<file path="config.mk">
export PLATFORM = sky130hd
export DESIGN_NAME = spi_loader_rx_flat
export DESIGN_NICKNAME = d
export VERILOG_FILES = /design/src/rtl/spi_loader_rx_if.sv /design/src/rtl/spi_loader_rx.sv /design/src/flat_wrapper.sv
export SDC_FILE = /design/constraint.sdc
export NUM_CORES = 1
export LEC_CHECK = 0
export BUFFER_PORTS_ARGS = -buffer_cell sky130_fd_sc_hd__buf_4
export CORE_ASPECT_RATIO = 0.6
export CORE_MARGIN = 1
export CORE_UTILIZATION = 33
export CTS_CLUSTER_SIZE = 16
export DETAILED_ROUTE_END_ITERATION = 10
export HOLD_SLACK_MARGIN = 0.06
export PLACE_DENSITY = 0.57
export SKIP_CTS_REPAIR_TIMING = 1
export SLEW_MARGIN = 20
export SYNTH_ARGS = -nofsm -noshare
export SYNTH_HDL_FRONTEND = slang
export SYNTH_SLANG_ARGS = --single-unit
</file>
<file path="constraint.sdc">
create_clock -name clk -period 3.1 [get_ports clk]
set_clock_uncertainty 0.15 [all_clocks]
set_input_delay 0 -clock clk [delete_from_list [all_inputs] [get_ports clk]]
set_output_delay 0 -clock clk [all_outputs]
set_load 0.05 [all_outputs]
</file>
<file path="src/rtl/spi_loader_rx_if.sv">
// Signal bundle between the serial program loader and its receive block.
// The master side drives the serial link and halt level; the slave side returns strobes and status.
interface spi_loader_rx_if #(
    parameter int DATA_W = 8,
    parameter int ADDR_W = 4
);
    logic              mosi_in;
    logic [1:0]        mode_in;
    logic              proc_halt_in;
    logic              imem_we_out;
    logic              dmem_we_out;
    logic [ADDR_W-1:0] mem_waddr_out;
    logic [DATA_W-1:0] mem_wdata_out;
    logic              run_out;
    logic              done_out;
    logic              frame_err_out;

    modport master (
        output mosi_in,
        output mode_in,
        output proc_halt_in,
        input  imem_we_out,
        input  dmem_we_out,
        input  mem_waddr_out,
        input  mem_wdata_out,
        input  run_out,
        input  done_out,
        input  frame_err_out
    );

    modport slave (
        input  mosi_in,
        input  mode_in,
        input  proc_halt_in,
        output imem_we_out,
        output dmem_we_out,
        output mem_waddr_out,
        output mem_wdata_out,
        output run_out,
        output done_out,
        output frame_err_out
    );
endinterface

</file>
<file path="src/rtl/spi_loader_rx.sv">
// Receive side of the serial program-loading link: deserialises {byte, addr} frames into
// one-cycle memory write strobes, gates processor execution in RUN and acknowledges halt.
module spi_loader_rx #(
    parameter int DATA_W = 8,
    parameter int ADDR_W = 4,
    parameter int CNT_W  = 5
) (
    input  logic           clk,
    input  logic           rst,
    spi_loader_rx_if.slave bus
);
    localparam int FRAME_W = DATA_W + ADDR_W;

    typedef enum logic [1:0] {
        ST_IDLE = 2'b00,
        ST_RX_I = 2'b01,
        ST_RX_D = 2'b10,
        ST_RUN  = 2'b11
    } state_t;

    state_t             r_state;
    logic [FRAME_W-1:0] r_sr;
    logic [CNT_W-1:0]   r_cnt;
    logic               r_imem_we;
    logic               r_dmem_we;
    logic [ADDR_W-1:0]  r_waddr;
    logic [DATA_W-1:0]  r_wdata;
    logic               r_run;
    logic               r_done;
    logic               r_err;

    state_t             w_state_next;
    logic [FRAME_W-1:0] w_sr_next;
    logic [CNT_W-1:0]   w_cnt_next;
    logic               w_imem_we_next;
    logic               w_dmem_we_next;
    logic [ADDR_W-1:0]  w_waddr_next;
    logic [DATA_W-1:0]  w_wdata_next;
    logic               w_run_next;
    logic               w_done_next;
    logic               w_err_next;
    logic               w_enter;

    state_t             w_mode_state;
    logic [FRAME_W-1:0] w_shift;
    logic [CNT_W-1:0]   w_cnt_inc;
    logic               w_frame_full;
    logic               w_halt_seen;

    // mode encoding maps one-to-one onto the state encoding
    assign w_mode_state = state_t'(bus.mode_in);
    assign w_shift      = {bus.mosi_in, r_sr[FRAME_W-1:1]};
    assign w_cnt_inc    = (r_cnt == {CNT_W{1'b1}}) ? r_cnt : r_cnt + CNT_W'(1);
    assign w_frame_full = (r_cnt >= CNT_W'(FRAME_W));
    assign w_halt_seen  = r_done | bus.proc_halt_in;

    always_ff @(posedge clk or negedge rst) begin
        if (!rst) begin
            r_state   <= ST_IDLE;
            r_sr      <= '0;
            r_cnt     <= '0;
            r_imem_we <= 1'b0;
            r_dmem_we <= 1'b0;
            r_waddr   <= '0;
            r_wdata   <= '0;
            r_run     <= 1'b0;
            r_done    <= 1'b0;
            r_err     <= 1'b0;
        end else begin
            r_state   <= w_state_next;
            r_sr      <= w_sr_next;
            r_cnt     <= w_cnt_next;
            r_imem_we <= w_imem_we_next;
            r_dmem_we <= w_dmem_we_next;
            r_waddr   <= w_waddr_next;
            r_wdata   <= w_wdata_next;
            r_run     <= w_run_next;
            r_done    <= w_done_next;
            r_err     <= w_err_next;
        end
    end

    always_comb begin
        w_state_next   = r_state;
        w_sr_next      = r_sr;
        w_cnt_next     = r_cnt;
        w_imem_we_next = 1'b0;
        w_dmem_we_next = 1'b0;
        w_waddr_next   = r_waddr;
        w_wdata_next   = r_wdata;
        w_run_next     = 1'b0;
        w_done_next    = 1'b0;
        w_err_next     = r_err;
        w_enter        = 1'b0;

        case (r_state)
            ST_IDLE: begin
                w_state_next = w_mode_state;
                w_enter      = 1'b1;
            end
            ST_RX_I, ST_RX_D: begin
                if (w_mode_state == r_state) begin
                    w_sr_next  = w_shift;
                    w_cnt_next = w_cnt_inc;
                end else if (w_mode_state == ST_IDLE) begin
                    // gap: the last FRAME_W samples are the frame, older lead-in has shifted out
                    if (w_frame_full) begin
                        w_imem_we_next = (r_state == ST_RX_I);
                        w_dmem_we_next = (r_state == ST_RX_D);
                        w_waddr_next   = r_sr[ADDR_W-1:0];
                        w_wdata_next   = r_sr[FRAME_W-1:ADDR_W];
                    end else begin
                        w_err_next = 1'b1;
                    end
                    w_state_next = ST_IDLE;
                end else begin
                    w_err_next   = 1'b1;
                    w_state_next = w_mode_state;
                    w_enter      = 1'b1;
                end
            end
            ST_RUN: begin
                if (w_mode_state == ST_RUN) begin
                    w_done_next = w_halt_seen;
                    w_run_next  = ~w_halt_seen;
                end else begin
                    w_state_next = w_mode_state;
                    w_enter      = 1'b1;
                end
            end
            default: begin
                w_state_next = ST_IDLE;
            end
        endcase

        // the edge that enters a receive state already carries the first sample
        if (w_enter) begin
            case (w_state_next)
                ST_RX_I, ST_RX_D: begin
                    w_sr_next  = w_shift;
                    w_cnt_next = CNT_W'(1);
                end
                ST_RUN: begin
                    w_run_next = 1'b1;
                end
                default: begin
                end
            endcase
        end
    end

    assign bus.imem_we_out   = r_imem_we;
    assign bus.dmem_we_out   = r_dmem_we;
    assign bus.mem_waddr_out = r_waddr;
    assign bus.mem_wdata_out = r_wdata;
    assign bus.run_out       = r_run;
    assign bus.done_out      = r_done;
    assign bus.frame_err_out = r_err;
endmodule

</file>
<file path="src/flat_wrapper.sv">
// flat-port wrapper written by rule: the top's interface ports become plain ports
module spi_loader_rx_flat 
#(
    parameter int DATA_W = 8,
    parameter int ADDR_W = 4,
    parameter int CNT_W  = 5
)
  (clk, rst, bus_mosi_in, bus_mode_in, bus_proc_halt_in, bus_imem_we_out, bus_dmem_we_out, bus_mem_waddr_out, bus_mem_wdata_out, bus_run_out, bus_done_out, bus_frame_err_out);
  spi_loader_rx_if #(.DATA_W(DATA_W), .ADDR_W(ADDR_W)) bus_i ();
  input  logic clk;
  input  logic rst;
  input wire logic [$bits(bus_i.mosi_in)-1:0] bus_mosi_in;
  input wire logic [$bits(bus_i.mode_in)-1:0] bus_mode_in;
  input wire logic [$bits(bus_i.proc_halt_in)-1:0] bus_proc_halt_in;
  output wire logic [$bits(bus_i.imem_we_out)-1:0] bus_imem_we_out;
  output wire logic [$bits(bus_i.dmem_we_out)-1:0] bus_dmem_we_out;
  output wire logic [$bits(bus_i.mem_waddr_out)-1:0] bus_mem_waddr_out;
  output wire logic [$bits(bus_i.mem_wdata_out)-1:0] bus_mem_wdata_out;
  output wire logic [$bits(bus_i.run_out)-1:0] bus_run_out;
  output wire logic [$bits(bus_i.done_out)-1:0] bus_done_out;
  output wire logic [$bits(bus_i.frame_err_out)-1:0] bus_frame_err_out;
  assign bus_i.mosi_in = bus_mosi_in;
  assign bus_i.mode_in = bus_mode_in;
  assign bus_i.proc_halt_in = bus_proc_halt_in;
  assign bus_imem_we_out = bus_i.imem_we_out;
  assign bus_dmem_we_out = bus_i.dmem_we_out;
  assign bus_mem_waddr_out = bus_i.mem_waddr_out;
  assign bus_mem_wdata_out = bus_i.mem_wdata_out;
  assign bus_run_out = bus_i.run_out;
  assign bus_done_out = bus_i.done_out;
  assign bus_frame_err_out = bus_i.frame_err_out;
  spi_loader_rx #(.DATA_W(DATA_W), .ADDR_W(ADDR_W), .CNT_W(CNT_W)) u_core (.clk(clk), .rst(rst), .bus(bus_i));
endmodule
</file>
==> summary.md <==
| Metric | Value |
|---|---|
| Library cells used by synthesis | `29` |
| Critical path class | `flip-flop to flip-flop` |
| Setup-failing EPs final | `0` |
| Largest stage delay on the critical path | `roughly 0.45 ns` |
| Post-synthesis mux area share | `0.2055` |
| Core outline area | `roughly 4800 um^2` |
| Crit end category | `flip-flop` |
| Outcome | `finished, final reports clean` |
| Commonest cells in the netlist | `36 x dfrtp_1, 18 x mux2_4, 11 x inv_1` |
| Fmax | `358.8 MHz` |
| Most frequent cell after synthesis | `dfrtp_1` |
| Hold Fails Final Rpt | `0` |
| Pin count of the biggest net entering global routing | `37` |
| Gate Count Post-Synth | `129` |
| Layout cells sized above 1 | `0.3210` |
| Number of synthesized flops with an enable pin | `0` |
| Sink Count | `36` |
| Die W | `approximately 94 um` |
| Remaining DRCs | `0` |
| Synth top area cells | `dfrtp_1 53%, mux2_4 16%, ha_1 5.2%, mux2_1 4.0%, inv_1 2.4%` |
| Pre-antenna DRT Iters | `4` |
| VDD IR-drop max | `295.7 uV` |
| Post-Syn Area | `approximately 1700 um^2` |
| Final min period | `2.787 ns` |
| Seq cells post-synth | `36` |
| Flop2flop setup slack | `between 0.3 and 0.4 ns` |
| Vias/cell | `4.644` |
| Synth Area in Compound Gates | `0.07317` |
| RD Place Congestion | `0.8012` |
| Slew @ Worst Pin | `between 0.4 and 0.5 ns` |
| NumNets Final | `175` |
| Adder-Cell Fraction of Synth Area | `0.05174` |
| Fin crit share | `0.8990` |
| I/O pins | `23` |
| Worst Setup SP | `u_core.r_state[0]` |
| Via Count | `1045` |
| Remaining antenna violation count after routing | `0` |
| Average size of a mapped cell | `between 10 and 15 um^2` |
| Yosys warns | `0` |
| CTS Root Cell | `clkbuf_8` |
| Min-Delay Path Class | `input pin to async pin` |
| CTS buffer count | `5` |
| First-pass GRT wire length | `about 5200 um` |
| Initial antenna violation count | `0` |
| Worst r2r path cells | `10` |
| Post-synth top area cell | `dfrtp_1` |
| CTS tree | `built` |
| CP Cell Sequence | `inv_1 > ha_1 > nor2_1 > a21oi_1 > ha_1 > inv_1 > o21ai_2 > a31oi_4 > buf_4 > mux2_1` |
| Sequential share of the synthesized area | `0.5322` |
| Final non-filler cell total | `between 200 and 250` |
| Mapped Nets | `roughly 140` |
| CP required | `~3.1 ns` |
| Starting Density | `0.3561` |
| Slew HR | `0.6967` |
| Final Slew Violations | `0` |
| Area share of the largest cell type after synthesis | `0.5322` |
| Xor-xnor portion of the synthesized cell area | `0.01552` |
| All-Layer GR Usage | `0.1281` |
| Final TNS setup | `0 ns` |
| Simple-gate share of the synthesized area | `0.07908` |
| Clock Tree Buf Depth | `2` |
| WL/cell | `roughly 14 um` |
| Max-cap violations | `0` |
| WL final | `3105 um` |
| Worst R2R Start | `u_core.r_state[0]` |
| PortBufs | `22` |
| RSZ-0062 raised after global routing | `no` |
| GR Overflow Total | `0` |
| Most used DFF post-synth | `dfrtp_1` |
| Vias in the first global route | `between 1000 and 1500` |
| Critical Path AT | `2.80 ns` |
| Clock slew at the register clock pins of the worst setup and hold paths | `about 0.070 ns` |
| Largest family of logic cells by synthesized area | `multiplexers` |
| DP Cell Count | `213` |
| H-tree levels | `2` |
| Area Overhead vs Synth | `21.66%` |
| Diodes inserted | `0` |
| Die ar. | `~5400 um^2` |
| Clk_lat worst skew | `between 0.2 and 0.3 ns` |
| Slowest cell on crit path | `dfrtp_1` |
| Post-synth ARST share | `1.000` |
| 1st-iter DRT viols | `46` |
| Die height | `57.48 um` |
| Critical Path Start Type | `flip-flop` |
| CP max FO | `12` |
| R2R Path End | `u_core.r_sr[11]` |
| Leak | `1.048 nW` |
| Hpwl dp | `approximately 2200 um` |
| FP Rows | `19` |
| Power density over cell area | `between 900 and 1000 nW/um^2` |
-- area by class of cell --
class / instances / area, um^2
tap: 63 / 78.83
clock buffer: 7 / 96.34
timing repair buffer: 28 / 222.7
inverter: 11 / 41.29
fill: 442 / 2695
sequential: 36 / 900.9
multi-input combinational: 80 / 719.4
-- worst max-delay path: cells and delay by family, from the launching register on --
kind                     cells  cell delay, ns
adder cells (fa/ha/maj)      2            0.78
flip-flops                   1            0.45
buffers and inverters        3            0.45
multiplexers                 1            0.34
AO/OA/AOI/OAI                3            0.31
AND/OR/NAND/NOR              1            0.18
-- how the worst max path moves through the flow --
stage                           end  slack (ns)  cells after the start
floorplan           u_core.r_sr[10]        0.55                     10
global placement     u_core.r_sr[0]        0.41                     10
detailed placement  u_core.r_sr[11]        0.33                     10
CTS                 u_core.r_sr[11]        0.31                     10
global route         u_core.r_sr[0]        0.16                     10
finish              u_core.r_sr[11]        0.31                     10
-- cells in the final DEF, fill, tap and decap left out, drive strengths merged, types with 2 or more instances in the layout --
cell type    Yosys  final
a21oi            5      5
clkbuf           0      7
nor2b            2      2
dfrtp           36     36
mux2            24     24
inv             11     11
xnor2            3      3
ha               7      7
nand2            6      6
dlygate4sd3      0      5
nor2            10     10
buf              2     23
o21ai            7      7
nand3            4      4
-- sequential cells by signal, indices dropped and copies added (netlist names) --
name / count
u_core.bus.mem_wdata_out: 8
u_core.r_sr: 12
u_core.r_cnt: 5
u_core.bus.frame_err_out: 1
u_core.bus.imem_we_out: 1
u_core.bus.mem_waddr_out: 4
u_core.bus.dmem_we_out: 1
u_core.bus.run_out: 1
u_core.r_state: 2
u_core.bus.done_out: 1
-- through the flow --
stage / hold WS, ns / setup slack [ns] / utilization / power (mW) / area, um^2
5_1_grt: 0.1235 / 0.1631 / 0.4332 / 2.095 / 2059
6_report: 0.06394 / 0.3131 / 0.4332 / 1.967 / 2059
2_1_floorplan: -0.4456 / 0.5549 / - / 1.499 / 1693
3_3_place_gp: -0.1740 / 0.4111 / 0.4024 / 1.576 / 1913
3_5_place_dp: -0.1654 / 0.3278 / 0.4024 / 1.614 / 1913
4_1_cts: -0.4758 / 0.3106 / 0.4226 / 1.976 / 2009
-- power by group --
part	switching, mW	total [mW]	internal (mW)
combinational	0.421	0.904	0.482
sequential	0.113	0.707	0.595
clock	0.158	0.356	0.198
-- layer usage --
layer,share of wire,global-route usage
met5,0,0
met4,0.0071,0.06710
met3,0.045,0.03467
met2,0.44,0.1760
met1,0.51,0.1839
-- logic make-up (layout without fill, tap and decap cells) --
logic type,after synthesis,in the layout
AOI/OAI and AO/OA,18,18
and+or+nand+nor,27,27
DFF,36,36
muxes,25,25
buffers and inverters,13,46
adders and majority gates,7,7
xor gates and xnor gates,3,3
(Power assumes the default switching activity.)
